--- src/rtl/multicycle_controller_if.sv ---
// Controller-side handshake and control bundle for the multicycle datapath.
// master = controller, slave = datapath/memories (or a testbench driving them).
interface multicycle_controller_if #(parameter int ALU_OP_W = 3);
  logic                run;
  logic [5:0]          instr;
  logic                imem_req, imem_ack;
  logic                mem_req, mem_we, mem_ack;
  logic                c_in, z_in;
  logic                ir_we, pc_we;
  logic [1:0]          pc_src;
  logic [ALU_OP_W-1:0] alu_op;
  logic                alu_src_const, rf_we;
  logic [1:0]          rf_src;
  logic                rf_rd2_rd, busy, error;

  modport master (
    input  run, instr, imem_ack, mem_ack, c_in, z_in,
    output imem_req, mem_req, mem_we, ir_we, pc_we, pc_src, alu_op,
           alu_src_const, rf_we, rf_src, rf_rd2_rd, busy, error
  );
  modport slave (
    output run, instr, imem_ack, mem_ack, c_in, z_in,
    input  imem_req, mem_req, mem_we, ir_we, pc_we, pc_src, alu_op,
           alu_src_const, rf_we, rf_src, rf_rd2_rd, busy, error
  );
endinterface

--- src/rtl/multicycle_controller.sv ---
// Multicycle CPU control FSM: FETCH/DECODE/EXEC/MEM/ERROR with a bounded
// data-memory wait and sticky fault state.
module multicycle_controller #(
  parameter int ALU_OP_W    = 3,
  parameter int MEM_TIMEOUT = 15
) (
  input  logic                   clk,
  input  logic                   rst_n,
  multicycle_controller_if.master bus
);
  localparam int CNT_W = $clog2(MEM_TIMEOUT + 1);

  typedef enum logic [2:0] {S_FETCH, S_DECODE, S_EXEC, S_MEM, S_ERROR} state_t;

  state_t             state_q, state_d;
  logic [5:0]         opcode_q, opcode_d;
  logic               c_q, c_d, z_q, z_d;
  logic [CNT_W-1:0]   cnt_q, cnt_d;

  logic imem_req_c, ir_we_c, pc_we_c, alu_src_const_c, rf_we_c, rf_rd2_rd_c;
  logic mem_req_c, mem_we_c, busy_c, error_c;
  logic [1:0] pc_src_c, rf_src_c;

  // Class decode of the latched opcode
  logic is_r, is_i, is_sh, is_mem, is_br, is_jmp, mem_ld, mem_st, br_taken;
  assign is_r   = (opcode_q[5:4] == 2'b00);
  assign is_i   = (opcode_q[5:4] == 2'b01);
  assign is_sh  = (opcode_q[5:3] == 3'b100);
  assign is_mem = (opcode_q[5:3] == 3'b101);
  assign is_br  = (opcode_q[5:3] == 3'b110);
  assign is_jmp = (opcode_q[5:2] == 4'b1110);
  assign mem_ld = (opcode_q[2:1] == 2'b00);
  assign mem_st = (opcode_q[2:1] == 2'b01);

  always_comb begin
    case (opcode_q[2:1])
      2'b00:   br_taken = z_q;
      2'b01:   br_taken = ~z_q;
      2'b10:   br_taken = c_q;
      default: br_taken = ~c_q;
    endcase
  end

  always_ff @(posedge clk or negedge rst_n) begin
    if (!rst_n) begin
      state_q  <= S_FETCH;
      opcode_q <= '0;
      c_q      <= 1'b0;
      z_q      <= 1'b0;
      cnt_q    <= '0;
    end else begin
      state_q  <= state_d;
      opcode_q <= opcode_d;
      c_q      <= c_d;
      z_q      <= z_d;
      cnt_q    <= cnt_d;
    end
  end

  always_comb begin
    state_d = state_q;  opcode_d = opcode_q;
    c_d = c_q;  z_d = z_q;  cnt_d = cnt_q;
    imem_req_c = 1'b0;  ir_we_c = 1'b0;  pc_we_c = 1'b0;  pc_src_c = 2'b00;
    alu_src_const_c = 1'b0;  rf_we_c = 1'b0;  rf_src_c = 2'b00;
    rf_rd2_rd_c = 1'b0;  mem_req_c = 1'b0;  mem_we_c = 1'b0;
    busy_c = 1'b1;  error_c = 1'b0;
    case (state_q)
      S_FETCH: begin
        imem_req_c = bus.run;
        busy_c     = bus.run;
        if (bus.run && bus.imem_ack) begin
          ir_we_c  = 1'b1;
          opcode_d = bus.instr;
          state_d  = S_DECODE;
        end
      end
      S_DECODE: begin
        if (is_jmp) begin
          pc_we_c = 1'b1;  pc_src_c = 2'b10;  state_d = S_FETCH;
        end else if (is_br) begin
          pc_we_c = 1'b1;  pc_src_c = br_taken ? 2'b01 : 2'b00;  state_d = S_FETCH;
        end else if (is_r || is_i || is_sh) begin
          state_d = S_EXEC;
        end else if (is_mem && !opcode_q[2]) begin
          state_d = S_MEM;  cnt_d = '0;
        end else begin
          state_d = S_ERROR;
        end
      end
      S_EXEC: begin
        rf_we_c = 1'b1;  pc_we_c = 1'b1;
        alu_src_const_c = is_i;
        rf_src_c = is_sh ? 2'b10 : 2'b00;
        c_d = bus.c_in;  z_d = bus.z_in;
        state_d = S_FETCH;
      end
      S_MEM: begin
        mem_req_c = 1'b1;  alu_src_const_c = 1'b1;
        mem_we_c = mem_st;  rf_rd2_rd_c = mem_st;
        if (bus.mem_ack) begin
          pc_we_c = 1'b1;  rf_we_c = mem_ld;
          rf_src_c = mem_ld ? 2'b01 : 2'b00;
          state_d = S_FETCH;
        end else if (cnt_q == CNT_W'(MEM_TIMEOUT - 1)) begin
          state_d = S_ERROR;
        end else begin
          cnt_d = cnt_q + 1'b1;
        end
      end
      S_ERROR: error_c = 1'b1;
      default: state_d = S_ERROR;
    endcase
  end

  // Reset gates every output combinationally so requests drop without a clock
  assign bus.imem_req      = imem_req_c & rst_n;
  assign bus.ir_we         = ir_we_c & rst_n;
  assign bus.pc_we         = pc_we_c & rst_n;
  assign bus.pc_src        = pc_src_c & {2{rst_n}};
  assign bus.alu_op        = opcode_q[ALU_OP_W-1:0] & {ALU_OP_W{rst_n}};
  assign bus.alu_src_const = alu_src_const_c & rst_n;
  assign bus.rf_we         = rf_we_c & rst_n;
  assign bus.rf_src        = rf_src_c & {2{rst_n}};
  assign bus.rf_rd2_rd     = rf_rd2_rd_c & rst_n;
  assign bus.mem_req       = mem_req_c & rst_n;
  assign bus.mem_we        = mem_we_c & rst_n;
  assign bus.busy          = busy_c & rst_n;
  assign bus.error         = error_c & rst_n;
endmodule

--- src/flat_wrapper.sv ---
// flat-port wrapper written by rule: the top's interface ports become plain ports
module multicycle_controller_flat 
#(
  parameter int ALU_OP_W    = 3,
  parameter int MEM_TIMEOUT = 15
)
  (clk, rst_n, bus_run, bus_instr, bus_imem_ack, bus_mem_ack, bus_c_in, bus_z_in, bus_imem_req, bus_mem_req, bus_mem_we, bus_ir_we, bus_pc_we, bus_pc_src, bus_alu_op, bus_alu_src_const, bus_rf_we, bus_rf_src, bus_rf_rd2_rd, bus_busy, bus_error);
  multicycle_controller_if #(.ALU_OP_W(ALU_OP_W)) bus_i ();
  input  logic clk;
  input  logic rst_n;
  input wire logic [$bits(bus_i.run)-1:0] bus_run;
  input wire logic [$bits(bus_i.instr)-1:0] bus_instr;
  input wire logic [$bits(bus_i.imem_ack)-1:0] bus_imem_ack;
  input wire logic [$bits(bus_i.mem_ack)-1:0] bus_mem_ack;
  input wire logic [$bits(bus_i.c_in)-1:0] bus_c_in;
  input wire logic [$bits(bus_i.z_in)-1:0] bus_z_in;
  output wire logic [$bits(bus_i.imem_req)-1:0] bus_imem_req;
  output wire logic [$bits(bus_i.mem_req)-1:0] bus_mem_req;
  output wire logic [$bits(bus_i.mem_we)-1:0] bus_mem_we;
  output wire logic [$bits(bus_i.ir_we)-1:0] bus_ir_we;
  output wire logic [$bits(bus_i.pc_we)-1:0] bus_pc_we;
  output wire logic [$bits(bus_i.pc_src)-1:0] bus_pc_src;
  output wire logic [$bits(bus_i.alu_op)-1:0] bus_alu_op;
  output wire logic [$bits(bus_i.alu_src_const)-1:0] bus_alu_src_const;
  output wire logic [$bits(bus_i.rf_we)-1:0] bus_rf_we;
  output wire logic [$bits(bus_i.rf_src)-1:0] bus_rf_src;
  output wire logic [$bits(bus_i.rf_rd2_rd)-1:0] bus_rf_rd2_rd;
  output wire logic [$bits(bus_i.busy)-1:0] bus_busy;
  output wire logic [$bits(bus_i.error)-1:0] bus_error;
  assign bus_i.run = bus_run;
  assign bus_i.instr = bus_instr;
  assign bus_i.imem_ack = bus_imem_ack;
  assign bus_i.mem_ack = bus_mem_ack;
  assign bus_i.c_in = bus_c_in;
  assign bus_i.z_in = bus_z_in;
  assign bus_imem_req = bus_i.imem_req;
  assign bus_mem_req = bus_i.mem_req;
  assign bus_mem_we = bus_i.mem_we;
  assign bus_ir_we = bus_i.ir_we;
  assign bus_pc_we = bus_i.pc_we;
  assign bus_pc_src = bus_i.pc_src;
  assign bus_alu_op = bus_i.alu_op;
  assign bus_alu_src_const = bus_i.alu_src_const;
  assign bus_rf_we = bus_i.rf_we;
  assign bus_rf_src = bus_i.rf_src;
  assign bus_rf_rd2_rd = bus_i.rf_rd2_rd;
  assign bus_busy = bus_i.busy;
  assign bus_error = bus_i.error;
  multicycle_controller #(.ALU_OP_W(ALU_OP_W), .MEM_TIMEOUT(MEM_TIMEOUT)) u_core (.clk(clk), .rst_n(rst_n), .bus(bus_i));
endmodule
--- config.mk ---
export PLATFORM = sky130hd
export DESIGN_NAME = multicycle_controller_flat
export DESIGN_NICKNAME = d
export VERILOG_FILES = /design/src/rtl/multicycle_controller_if.sv /design/src/rtl/multicycle_controller.sv /design/src/flat_wrapper.sv
export SDC_FILE = /design/constraint.sdc
export NUM_CORES = 1
export LEC_CHECK = 0
export ABC_AREA = 1
export ABC_CLOCK_PERIOD_IN_PS = 3200
export CAP_MARGIN = 20
export CORE_MARGIN = 1
export CORE_UTILIZATION = 30
export CTS_BUF_LIST = sky130_fd_sc_hd__clkbuf_8
export CTS_CLUSTER_SIZE = 25
export DETAILED_ROUTE_END_ITERATION = 8
export GPL_ROUTABILITY_DRIVEN = 0
export PLACE_DENSITY = 0.64
export SLEW_MARGIN = 5
export SYNTH_ARGS = -nofsm -noshare
export SYNTH_HDL_FRONTEND = slang
export SYNTH_SLANG_ARGS = --single-unit
--- constraint.sdc ---
create_clock -name clk -period 3.2 [get_ports clk]
set_clock_uncertainty 0.2 [all_clocks]
set_input_delay 0.8 -clock clk [delete_from_list [all_inputs] [get_ports clk]]
set_output_delay 0.8 -clock clk [all_outputs]
set_load 0.005 [all_outputs]
Yosys cells after proc, flatten, opt, wreduce, memory -nomap -nowiden
Index checks and enable logic that the tools add are counted.

operators by class
  $add $sub $neg = 1
  equality and inequality tests = 20
  mux-type cells = 38
  bitwise logic cells = 15
  reduce and logical (&&, ||, !) cells = 12

operators with widths
  kind                                            number
  two-way mux 4 bit                               6
  two-way mux 3 bit                               7
  case mux 3 bit (5 select lines)                 1
  two-way mux 1 bit                               13
  == test 3 bit (second input constant)           4
  two-way mux 2 bit                               5
  != test 2 bit (second input constant)           5
  AND 1 bit                                       9
  == test 4 bit (second input constant)           2
  case mux 4 bit (2 select lines)                 1
  AND reduction 7 bit                             1
  == test 3 x 2 -> 1 bit (second input constant)  2
  case mux 1 bit (3 select lines)                 2
  adder 4 x 1 -> 4 bit (second input constant)    1
  AND 2 bit                                       2
  == test 2 x 1 -> 1 bit (second input constant)  2
  zero test 2 bit                                 2
  != test 2 x 1 -> 1 bit (second input constant)  2
  case mux 1 bit (2 select lines)                 2
  case mux 2 bit (2 select lines)                 1
  AND 3 bit                                       1
  == test 3 x 1 -> 1 bit (second input constant)  1
  zero test 3 bit                                 1
  != test 3 x 2 -> 1 bit (second input constant)  1
  other kinds (8)                                 12

word-level totals
  register bits = 15
  bits of input ports = 13
  output and inout bits = 17
  word-level logic and storage cells = 91

Longest topological paths before layout
  word-level depth = 7
  mapped depth = 8
  mapped depth without buffers = 8

Least setup slack after synthesis
No wires, ideal clock.

  path type = input-to-output
  start = input port rst_n
  end = output port bus_rf_rd2_rd
  arrival time = 1267 ps
  required time = 2200 ps
  path slack = 933 ps
  stages on the path = 3
  buffers on the path = 1
  path through = nand2_1 -> nor3_1 -> buf_4

on the way
  longest elaborated chain between the ends = 1

RTL lines
  item                line                source
  start: declaration  flat_wrapper.sv:10  input logic rst_n;
  AND 1 bit           n/a
  end: declaration    flat_wrapper.sv:27  output wire logic [$bits(bus_i.rf_rd2_rd)-1:0] bus_rf_rd2_rd;

No other way between the ends.

Final worst setup path
  start = input port bus_run
  end = output port bus_imem_req

on the way
  longest elaborated chain between the ends = 2

RTL lines
  item                line                          source
  start: declaration  flat_wrapper.sv:11            input wire logic [$bits(bus_i.run)-1:0] bus_run;
  two-way mux 1 bit   multicycle_controller.sv:67   case (state_q)
  AND 1 bit           multicycle_controller.sv:116  assign bus.imem_req = imem_req_c & rst_n;
  end: declaration    flat_wrapper.sv:17            output wire logic [$bits(bus_i.imem_req)-1:0] bus_imem_req;

No other way between the ends.

==> impl_results.rst <==
.. list-table::
   :header-rows: 1

   * - Metric
     - Value
   * - Count of final hold-check violations
     - 0
   * - Total number of clock tree sinks
     - 15
   * - Final routed wire length divided by cell count
     - 11.4 um
   * - Hold Worst Slack
     - 0.292 ns
   * - Number of diodes
     - 0
   * - Pin slew with the least headroom to its limit
     - 0.309 ns
   * - Clock Root Buffer
     - clkbuf_8
   * - Largest driver fanout on the critical path
     - 3
   * - Average vias per placed instance
     - 4.63
   * - Worst path max stage delay
     - 0.55 ns
   * - Initial antenna violation count
     - 0
   * - Setup repair after global routing missed its margin
     - no
   * - Share of the clock period used by the worst path after layout
     - 97.8%
   * - Initial core utilization
     - 32.4%
   * - PD cells
     - 268 mW/mm^2
   * - Sequential cell area fraction in the yosys report
     - 37.0%
   * - Crit-path leading delay family
     - buffers and inverters
   * - Largest net degree at the start of global routing
     - 13
   * - Area of placed instances
     - 0.00141 mm^2
   * - Buffers inserted during post-CTS setup optimization
     - 0
   * - Worst path cell trace
     - clkdlybuf4s50_1, inv_1, nor3_1, clkdlybuf4s50_1
   * - Floorplan Core Area
     - 0.00313 mm^2
   * - Worst skew pair latency
     - 0.25 ns
   * - Wire length of the first global-routing pass
     - 4330 um
   * - Via count of the first global-routing pass
     - 954
   * - Synthesis-to-layout area growth
     - 43.9%
   * - Wirelength, routed
     - 2550 um
   * - Count of different cell masters after synthesis
     - 26
   * - Worst path setup slack after routing
     - 0.0704 ns
   * - DRC
     - 0
   * - Vias
     - 1038
   * - Critical path startpoint category
     - primary input
   * - Top-Level Pins
     - 30
   * - Slew Limit Fails
     - 0
   * - Setup slack of the worst register-to-register path
     - 1.59 ns
   * - Routed Antenna Nets
     - 0
   * - CTS tree
     - done
   * - Cell with the most instances on the worst path
     - clkdlybuf4s50_1
   * - Net count reported at finish
     - 196
   * - Simple-gate share of the synthesized area
     - 38.3%
   * - Achievable clock frequency
     - 320 MHz
   * - First drt pass iteration count
     - 4
   * - Placed Cells
     - 220
   * - Number of buffers on the longest clock path
     - 2
   * - Signal arrival time at the worst endpoint
     - 2.13 ns
   * - Post-synthesis cell area
     - 0.00101 mm^2
   * - Required time of the critical path
     - 2.20 ns
   * - Critical Path End Type
     - primary output
   * - Arithmetic-cell share of the synthesized area counting full adders, half adders and majority gates
     - 2.47%
   * - Fraction of final layout cells with drive strength greater than 1
     - 17.8%
   * - Number of H-tree levels
     - 1
   * - Count of state elements after synthesis
     - 15
   * - Max-Slew Margin vs Limit
     - 79.4%
   * - Static power due to leakage
     - 0.000696 uW
   * - Synthesized Nets
     - 155
   * - Worst VDD drop
     - 170 uV
   * - DIE WIDTH
     - 60.2 um
   * - Number of synthesis warnings
     - 0
   * - Die outline height
     - 60.2 um
   * - Per-instance average area after synthesis
     - 7.25 um^2
   * - Xor-xnor portion of the synthesized cell area
     - 1.73%
   * - Post-route design area
     - 0.00146 mm^2
   * - Global routing usage summed across all routing layers
     - 16.2%
   * - Floorplan die area
     - 0.00362 mm^2
   * - Critical path class
     - primary input to primary output
   * - Post-CTS clock slew at the launch and capture registers of the worst setup and hold paths
     - 0.07 ns
   * - Max-capacitance violation count
     - 0
   * - Compound-gate portion of the synthesized area
     - 11.6%
   * - Number of buffers and inverters on the critical path
     - 3
   * - Portion of netlist area occupied by mux cells
     - 0%
   * - Post-layout minimum cycle time
     - 3.13 ns
   * - Status
     - finished, final reports clean
   * - Dpl ws
     - -0.244 ns
   * - Sum of overflow across all layers after global routing
     - 0
   * - Combinational family with the most area after synthesis
     - simple AND/OR/NAND/NOR gates
   * - Total CTS buffers
     - 3
   * - Cell Count, Final, Fillers Out
     - 224
   * - Violation count after the first detailed-route iteration
     - 55
   * - Cell Rows
     - 20
   * - Number of setup violations in the final report
     - 0
   * - HPWL reported at the end of detailed placement
     - 2070 um
   * - Type of the most critical hold path
     - flop to flop
   * - Slowest cell on the critical path
     - clkdlybuf4s50_1
   * - Number of instances in the synthesized netlist
     - 140
   * - Count of buffers from port buffering
     - 29
cell type report:
class,count,area [um^2]
fill,327,1670
multi-input combinational,104,552
sequential,15,375
timing repair buffer,38,359
inverter,19,72.6
tap,44,55.1
clock buffer,3,41.3
clock inverter,1,5.00
final timing paths:
| kind | startpoint | endpoint | depth (start not counted) |
|---|---|---|---|
| worst max-delay path | bus_run | bus_imem_req | 4 |
| worst min-delay path | u_core.opcode_q[0] | u_core.opcode_q[0] | 2 |
| worst max register to register | u_core.state_q[0] | u_core.opcode_q[2] | 7 |
| worst min register to register | u_core.opcode_q[0] | u_core.opcode_q[0] | 2 |
| max in group asynchronous | rst_n | u_core.c_q | 3 |
| min in group asynchronous | rst_n | u_core.opcode_q[0] | 2 |
worst min-delay path, delay by kind of cell, from the launching register on:
kind	cells	cell delay, ns
AOI/OAI and AO/OA	1	0.06
DFF	1	0.34
and+or+nand+nor	1	0.05
placed cells by master, fill, tap and decap left out:
master | netlist | routed
clkdlybuf4s50_1 | 0 | 27
inv_1 | 14 | 14
nand3_4 | 2 | 2
ha_1 | 2 | 2
clkinv_2 | 0 | 2
o21bai_1 | 1 | 1
clkbuf_8 | 0 | 3
nor3_1 | 5 | 5
dlymetal6s2s_1 | 0 | 1
o21ai_0 | 5 | 4
buf_4 | 1 | 9
inv_2 | 4 | 4
a21oi_2 | 3 | 3
xor2_1 | 1 | 1
o21ai_1 | 2 | 3
nand2_2 | 2 | 2
nor4_1 | 1 | 1
dlygate4sd2_1 | 0 | 1
nand2_1 | 38 | 38
a21oi_1 | 3 | 3
nand2_4 | 2 | 2
xnor2_1 | 1 | 1
o21ai_2 | 2 | 2
a21oi_4 | 1 | 1
nor2_2 | 1 | 2
nor2_1 | 20 | 19
nand4_1 | 3 | 3
dfrtp_1 | 15 | 15
nand3_1 | 9 | 9
state kept, by name (all words and copies together) (netlist names):
signal,cells
u_core.z_q,1
u_core.c_q,1
u_core.state_q,3
u_core.opcode_q,6
u_core.cnt_q,4
cell families (layout without fill, tap and decap cells):
family / Yosys count / count (layout)
AO/OA/AOI/OAI: 17 / 17
XOR/XNOR: 2 / 2
AND/OR/NAND/NOR: 83 / 83
buffers and inverters: 21 / 61
adder cells (fa/ha/maj): 2 / 2
flip-flops: 15 / 15
Yosys cell counts:
master    number  share of area [%]
a21oi_1        3                1.5
a21oi_2        3                2.6
a21oi_4        1                1.6
buf_4          1               0.74
buf_6          1                1.1
clkinv_1       1               0.37
dfrtp_1       15                 37
ha_1           2                2.5
inv_1         14                5.2
inv_2          4                1.5
nand2_1       38                 14
nand2_2        2                1.2
nand2_4        2                2.2
nand3_1        9                4.4
nand3_4        2                3.5
nand4_1        3                1.8
nor2_1        20                7.4
nor2_2         1               0.62
nor3_1         5                2.5
nor4_1         1               0.62
o21ai_0        5                2.5
o21ai_1        2               0.99
o21ai_2        2                1.7
o21bai_1       1               0.74
xnor2_1        1               0.86
xor2_1         1               0.86
metal layers:
layer | vias up | track usage (%) | wire [um]
li1 | 523 | - | -
met1 | 485 | 20.0 | 1180
met2 | 26 | 27.9 | 1230
met3 | 4 | 2.81 | 96
met4 | 0 | 5.98 | 43
met5 | - | 0 | 0
metrics by stage:
stage,power (uW),utilization [%],TNS [ns]
4_1_cts,393,46.5,0
6_report,391,46.7,0
3_5_place_dp,233,45.0,-2.07
5_1_grt,404,46.7,0
2_1_floorplan,199,-,0
3_3_place_gp,232,45.0,-1.44
repair_timing:
item / 4_1_cts / 5_1_grt
gates resized for setup: 2 / 3
pin swaps: 1 / 0
setup endpoints to repair: 15 / 3
hold endpoints to repair: 0 / 0
hold buffers: 0 / 0
report_power, final:
group / internal [uW] / switching [uW]
sequential: 190 / 0
combinational: 23.4 / 15.3
clock: 86.4 / 76.4
total: 299 / 91.6
No activity file was read; power rests on OpenSTA's default activity.
